[src/rtl/led_display_scan_ctrl.sv]
// rtl/led_display_scan_ctrl.sv - LED panel scan controller; optional blanking guard via LED_DISPLAY_SCAN_BLANK_EN
module led_display_scan_ctrl #(
    parameter int NUM_ROW_PIXELS = 32,
    parameter int NUM_COL_PIXELS = 64,
    parameter int DISPLAY_CYCLES = 256,
    parameter int BLANK_CYCLES   = 4,
    localparam int ROW_W = $clog2(NUM_ROW_PIXELS / 2),
    localparam int COL_W = $clog2(NUM_COL_PIXELS)
) (
    input  logic                   clk_in,
    input  logic                   reset_in,
    input  logic                   enable_in,
    output logic [ROW_W+COL_W-1:0] ram_addr_out,
    input  logic [5:0]             ram_data_in,
    output logic [2:0]             rgb_top_out,
    output logic [2:0]             rgb_bot_out,
    output logic                   bclk_out,
    output logic                   latch_out,
    output logic                   oe_n_out,
    output logic [ROW_W-1:0]       row_addr_out,
    output logic                   frame_done_out
);
    localparam int SHIFT_CYCLES = 2 * NUM_COL_PIXELS;
    localparam int MAX_A        = (SHIFT_CYCLES > DISPLAY_CYCLES) ? SHIFT_CYCLES : DISPLAY_CYCLES;
    localparam int CNT_MAX      = (MAX_A > BLANK_CYCLES) ? MAX_A : BLANK_CYCLES;
    localparam int CNT_W        = $clog2(CNT_MAX);

    localparam logic [CNT_W-1:0] SHIFT_LAST   = CNT_W'(SHIFT_CYCLES - 1);
    localparam logic [CNT_W-1:0] DISPLAY_LAST = CNT_W'(DISPLAY_CYCLES - 1);
    localparam logic [ROW_W-1:0] ROW_LAST     = ROW_W'(NUM_ROW_PIXELS / 2 - 1);
    localparam logic [COL_W-1:0] COL_LAST     = COL_W'(NUM_COL_PIXELS - 1);

    typedef enum logic [2:0] {
        IDLE,
        PREFETCH,
        SHIFT,
        LATCH,
        BLANK,
        DISPLAY
    } state_t;

    state_t            state;
    state_t            next_state;
    logic [CNT_W-1:0]  cnt;
    logic [ROW_W-1:0]  row;
    logic [COL_W-1:0]  col;
    logic [COL_W-1:0]  col_next;
    logic              disp_last;

    // Within SHIFT the phase counter encodes {column, half-bit}.
    assign col       = cnt[COL_W:1];
    assign col_next  = (col == COL_LAST) ? '0 : col + COL_W'(1);
    assign disp_last = (state == DISPLAY) && (cnt == DISPLAY_LAST);

    always_ff @(posedge clk_in or posedge reset_in) begin
        if (reset_in) begin
            state <= IDLE;
        end else begin
            state <= next_state;
        end
    end

    always_comb begin
        next_state     = state;
        bclk_out       = 1'b0;
        latch_out      = 1'b0;
        oe_n_out       = 1'b1;
        frame_done_out = 1'b0;
        ram_addr_out   = {row, COL_W'(0)};
        case (state)
            IDLE: begin
                if (enable_in) begin
                    next_state = PREFETCH;
                end
            end
            PREFETCH: begin
                next_state = SHIFT;
            end
            SHIFT: begin
                bclk_out     = cnt[0];
                ram_addr_out = {row, cnt[0] ? col_next : col};
                if (cnt == SHIFT_LAST) begin
                    next_state = LATCH;
                end
            end
            LATCH: begin
                latch_out = 1'b1;
`ifdef LED_DISPLAY_SCAN_BLANK_EN
                next_state = BLANK;
`else
                next_state = DISPLAY;
`endif
            end
            BLANK: begin
                if (cnt == CNT_W'(BLANK_CYCLES - 1)) begin
                    next_state = DISPLAY;
                end
            end
            DISPLAY: begin
                oe_n_out = 1'b0;
                if (cnt == DISPLAY_LAST) begin
                    frame_done_out = (row == ROW_LAST);
                    next_state     = enable_in ? PREFETCH : IDLE;
                end
            end
            default: begin
                next_state = IDLE;
            end
        endcase
    end

    // Every state exits at a phase boundary, so a state change restarts the phase count.
    always_ff @(posedge clk_in or posedge reset_in) begin
        if (reset_in) begin
            cnt          <= '0;
            row          <= '0;
            rgb_top_out  <= '0;
            rgb_bot_out  <= '0;
            row_addr_out <= '0;
        end else begin
            if (next_state != state) begin
                cnt <= '0;
            end else begin
                cnt <= cnt + CNT_W'(1);
            end

            if (state == SHIFT && !cnt[0]) begin
                rgb_top_out <= ram_data_in[5:3];
                rgb_bot_out <= ram_data_in[2:0];
            end

            if (disp_last) begin
                if (!enable_in || row == ROW_LAST) begin
                    row <= '0;
                end else begin
                    row <= row + ROW_W'(1);
                end
            end

`ifdef LED_DISPLAY_SCAN_BLANK_EN
            if (state == LATCH) begin
                row_addr_out <= row;
            end
`else
            if (state == SHIFT && next_state == LATCH) begin
                row_addr_out <= row;
            end
`endif
        end
    end
endmodule

[config.mk]
export PLATFORM = sky130hd
export DESIGN_NAME = led_display_scan_ctrl
export DESIGN_NICKNAME = d
export VERILOG_FILES = /design/src/rtl/led_display_scan_ctrl.sv
export SDC_FILE = /design/constraint.sdc
export NUM_CORES = 1
export LEC_CHECK = 0
export CAP_MARGIN = 0
export CORE_MARGIN = 4
export CORE_UTILIZATION = 51
export CTS_BUF_LIST = sky130_fd_sc_hd__clkbuf_8 sky130_fd_sc_hd__clkbuf_16
export CTS_CLUSTER_SIZE = 30
export DETAILED_ROUTE_END_ITERATION = 6
export PLACE_DENSITY = 0.83
export SKIP_LAST_GASP = 1
export SLEW_MARGIN = 20
export SYNTH_ARGS = -nofsm -noshare
export SYNTH_HDL_FRONTEND = slang
export SYNTH_SLANG_ARGS = --single-unit
[constraint.sdc]
create_clock -name clk_in -period 3.41 [get_ports clk_in]
set_input_delay 0.341 -clock clk_in [delete_from_list [all_inputs] [get_ports clk_in]]
set_output_delay 0.341 -clock clk_in [all_outputs]
set_load 0.005 [all_outputs]
# [Yosys cells after proc, flatten, opt, wreduce, memory -nomap -nowiden]
# Cells that the tools add are included.
[word_totals] ff_bits=25 word_cells=44 in_bits=9 out_inout_bits=24
[op_classes] eq_ne=12 n_mux=16 n_addsub=3 reduce_logical=7
[ops] op="two-way mux 6 bit" n=3
[ops] op="one-hot mux 3 bit (6 select lines)" n=1
[ops] op="two-way mux 3 bit" n=4
[ops] op="equality test 3 x 2 -> 1 bit, second input constant" n=3
[ops] op="adder 8 x 1 -> 8 bit, second input constant" n=1
[ops] op="equality test 8 x 2 -> 1 bit, second input constant" n=1
[ops] op="equality test 8 x 7 -> 1 bit, second input constant" n=1
[ops] op="equality test 8 bit, second input constant" n=1
[ops] op="two-way mux 8 bit" n=1
[ops] op="adder 6 x 1 -> 6 bit, second input constant" n=1
[ops] op="equality test 3 bit, second input constant" n=2
[ops] op="equality test 6 bit, second input constant" n=1
[ops] op="two-way mux 1 bit" n=6
[ops] op="adder 4 x 1 -> 4 bit, second input constant" n=1
[ops] op="equality test 4 bit, second input constant" n=1
[ops] op="two-way mux 4 bit" n=1
[ops] op="equality test 3 x 1 -> 1 bit, second input constant" n=1
[ops] op="logical AND 1 bit" n=3
[ops] op="zero test 3 bit" n=1
[ops] op="inequality test 3 bit" n=1
[ops] op="zero test 1 bit" n=2
[ops] op="logical OR 1 bit" n=1

# [Longest topological paths before layout]
[logic_depth] depth_word=5 ltp_mapped=5 depth_no_buf=5

# [Worst setup path after synthesis]
# Ideal clock, no wire load.
[synth_path] kind="register to register" start="reg cnt[1]" end="reg row[2]" arrival_time_ps=1538 synth_period_minus_slack_ps=1659 path_slack_ps=1751 setup_ps=122 path_stages_with_launch=6 required_time_ps=3288 path_buffers=0 cell_sequence="dfrtp_1 ha_1 nand4_1 nor3_1 o21ai_0 o2bb2ai_1"
[synth_via] elab_chain_cells=2
[synth_rtl] element="start, declared" line="44" rtl="logic [CNT_W-1:0] cnt;"
[synth_rtl] element="start signal, assigned" line="124" rtl="cnt <= cnt + CNT_W'(1);"
[synth_rtl] element="equality test 8 bit" line="53" rtl="assign disp_last = (state == DISPLAY) && (cnt == DISPLAY_LAST);"
[synth_rtl] element="logical AND 1 bit" line="53"
[synth_rtl] element="end signal, assigned" line="136" rtl="row <= row + ROW_W'(1);"
[synth_rtl] element="end, declared" line="45" rtl="logic [ROW_W-1:0] row;"
# Every way passes these cells.
# A chain may end at the register's enable or synchronous reset.

# [Worst setup path in the final report]
[layout_path] start="reg cnt[0]" end="out frame_done_out"
[layout_via] elab_chain_cells=3
[layout_rtl] element="equality test 8 bit" line="101" rtl="if (cnt == DISPLAY_LAST) begin"
[layout_rtl] element="two-way mux 1 bit" line="101"
[layout_rtl] element="two-way mux 1 bit" line="70" rtl="case (state)"
[layout_rtl] element="end, declared" line="21" rtl="output logic frame_done_out"
# Every way passes these cells.

==> reports/results.tsv <==
metric	value	unit
dpl_cell_area	1630	sq um
drive_above_1_share	12.3	%
syn_inst	122	
syn_area_per_cell	10.6	sq um
path_clk_slew	0.09	ns
seqCellArea	626	sq um
grt_usage	18.4	%
end_kind	output port	
rsz0062_at_grt	no	
slew_headroom	38.8	%
final_common_cell	clkdlybuf4s50_1	
syn_area	1290	sq um
grt_max_degree	26	
hp-class	flop to flop	
row_count	17	
drtIter0Drc	41	
setup_ws	0.869	ns
final_antenna_net_count	0	
status	finished clean	
cts_tree	yes	
tightest_slew	0.917	ns
max_freq	394	MHz
post-route-drc-count	0	
setup_violations	0	
die_h	58.3	um
skew	0.00332	ns
synth_nets	134	
ys_types	32	
path_class	flop to output port	
vias	1041	
start_util	55.7	%
cts_hold_buf	0	
min_period	2.54	ns
fillers	189	
antenna_cells	0	
synth_seq_cells	25	
port_buffers	32	
gp_congestion	0.908	
yosysWarnings	0	
die_w	58.3	um
numCtsBuffers	3	
startpoint_type	flop	
multi_input_area	638	sq um
startpoint	cnt[0]$_DFF_PP0_	
max-clock-path-buffers	2	
power.density	307	nW/um^2
final_area	1680	sq um
max-cap-violations	0	
drt-pass1-iter-count	4	
cts_resized	0	
routedWlPerCell	15.9	um
h-tree-depth	1	
worst-path-max-fanout	9	
nets	168	
gr-total-overflow	0	
fin_crit_sh	74.5	%
vdd_drop_max	303	uV
post-place-ws	1.22	ns
grt_pass1_wl	4.85	mm
hold_viol_final	0	
cts_sinks	25	
core	2320	sq um
slew_violations	0	
grt_pass1_vias	1087	
postCtsSetupBuffers	0	
totalWireLength	2.90	mm
crit_arrival	2.20	ns
pin_count	33	
hpwlAfterDp	2.17	mm
timing.rr.start	cnt[0]$_DFF_PP0_	
die_area	3400	sq um
antenna_found_initial	0	
finalSetupTns	0	ns
clock_latency	0.27	ns
timing.hold.ws	0.523	ns
p_leak	0.000697	uW
syn_to_final_growth	30.1	%
root_buffer	clkbuf_8	
ys_seq_area_share	48.4	%
hp-start	rgb_bot_out[1]$_DFFE_PP0P_	
required	3.07	ns
vias_per_cell	5.69	
final_cell_mix	clkdlybuf4s50_1, dfrtp_1, nor2_1, nor3_1, mux2_2	
-- per-layer routing --
layer | wire [um] | vias to the layer above | share of wire (%) | track usage, %
li1 | - | 500 | - | -
met1 | 1270 | 508 | 44 | 23.0
met2 | 1480 | 28 | 51 | 31.4
met3 | 135 | 5 | 4.6 | 5.92
met4 | 25 | 0 | 0.86 | 3.31
met5 | 0 | - | 0 | 0
-- through the flow --
step	util, %	std cells	power, uW
2_1_floorplan	-	122	316
3_3_place_gp	70.3	179	335
3_5_place_dp	70.3	179	336
4_1_cts	72.5	183	521
5_1_grt	72.5	183	534
6_report	72.5	183	516
-- final cells by class --
cell class | instances | area share (%)
inverter | 3 | 0.670
tap | 28 | 2.08
timing repair buffer | 32 | 19.1
sequential | 25 | 37.2
clock inverter | 1 | 0.521
multi-input combinational | 91 | 38.0
clock buffer | 3 | 2.46
-- power by group --
part | internal [uW] | leakage, uW | total (uW) | switching [uW]
Clock | 85.8 | 0.0000261 | 187 | 101
Sequential | 300 | 0.000315 | 302 | 1.91
Combinational | 16.7 | 0.000355 | 27.2 | 10.5
Total | 402 | 0.000697 | 516 | 114
-- sequential cells by signal (all words and copies together), names as in the netlist --
register      count
row_addr_out      4
rgb_top_out       3
rgb_bot_out       3
state             3
row               4
cnt               8
-- final timing paths --
check / endpoint / slack, ns / depth (start not counted)
max in group asynchronous: row_addr_out[0]$_DFFE_PP0P_ / 2.28 / 2
min in group asynchronous: rgb_top_out[2]$_DFFE_PP0P_ / 0.57 / 2
max reg2reg: row[2]$_DFFE_PP0P_ / 1.29 / 5
min reg2reg: rgb_bot_out[1]$_DFFE_PP0P_ / 0.52 / 1
min: rgb_bot_out[1]$_DFFE_PP0P_ / 0.52 / 1
max: frame_done_out / 0.87 / 4
-- worst max-delay path: stages (launching register included) --
cell	delay [ns]
dfrtp_1	0.52
ha_1	0.31
nand4_1	0.23
nor4_1	0.32
clkdlybuf4s50_1	0.54
-- cell usage after synthesis --
cell type	count	area share, %
nand4_1	5	2.4
xnor2_1	4	2.7
nand3_1	6	2.3
clkbuf_1	1	0.29
or4_4	1	0.87
inv_1	3	0.87
a21oi_4	1	1.3
or2_2	1	0.48
mux2i_1	3	2.3
nand3b_1	1	0.58
nor4_1	1	0.48
ha_1	3	2.9
a21oi_1	2	0.78
nand2_1	7	2.0
nor2b_1	2	0.97
a221o_1	1	0.78
and4_2	1	0.78
and2_1	3	1.5
nor3b_1	1	0.58
nor3_1	10	3.9
nand2b_4	1	1.1
o2bb2ai_1	1	0.68
or3_1	2	0.97
xor2_1	6	4.1
mux2_2	10	8.7
nor2_1	11	3.2
o211ai_1	1	0.58
dfrtp_1	25	48
buf_4	1	0.58
nand2b_1	2	0.97
o21ai_0	4	1.6
buf_2	1	0.39
-- cells by family (layout without fill, tap and decap cells) --
| kind of cell | count (synthesis) | count (layout) | synth area share (%) |
|---|---|---|---|
| buffers and inverters | 6 | 39 | 2.13 |
| XOR/XNOR | 10 | 10 | 6.78 |
| multiplexers | 13 | 13 | 11.0 |
| AND/OR/NAND/NOR | 55 | 55 | 23.1 |
| adder cells (fa/ha/maj) | 3 | 3 | 2.91 |
| AO/OA/AOI/OAI | 10 | 10 | 5.62 |
| flip-flops | 25 | 25 | 48.4 |
(Power assumes the default switching activity.)
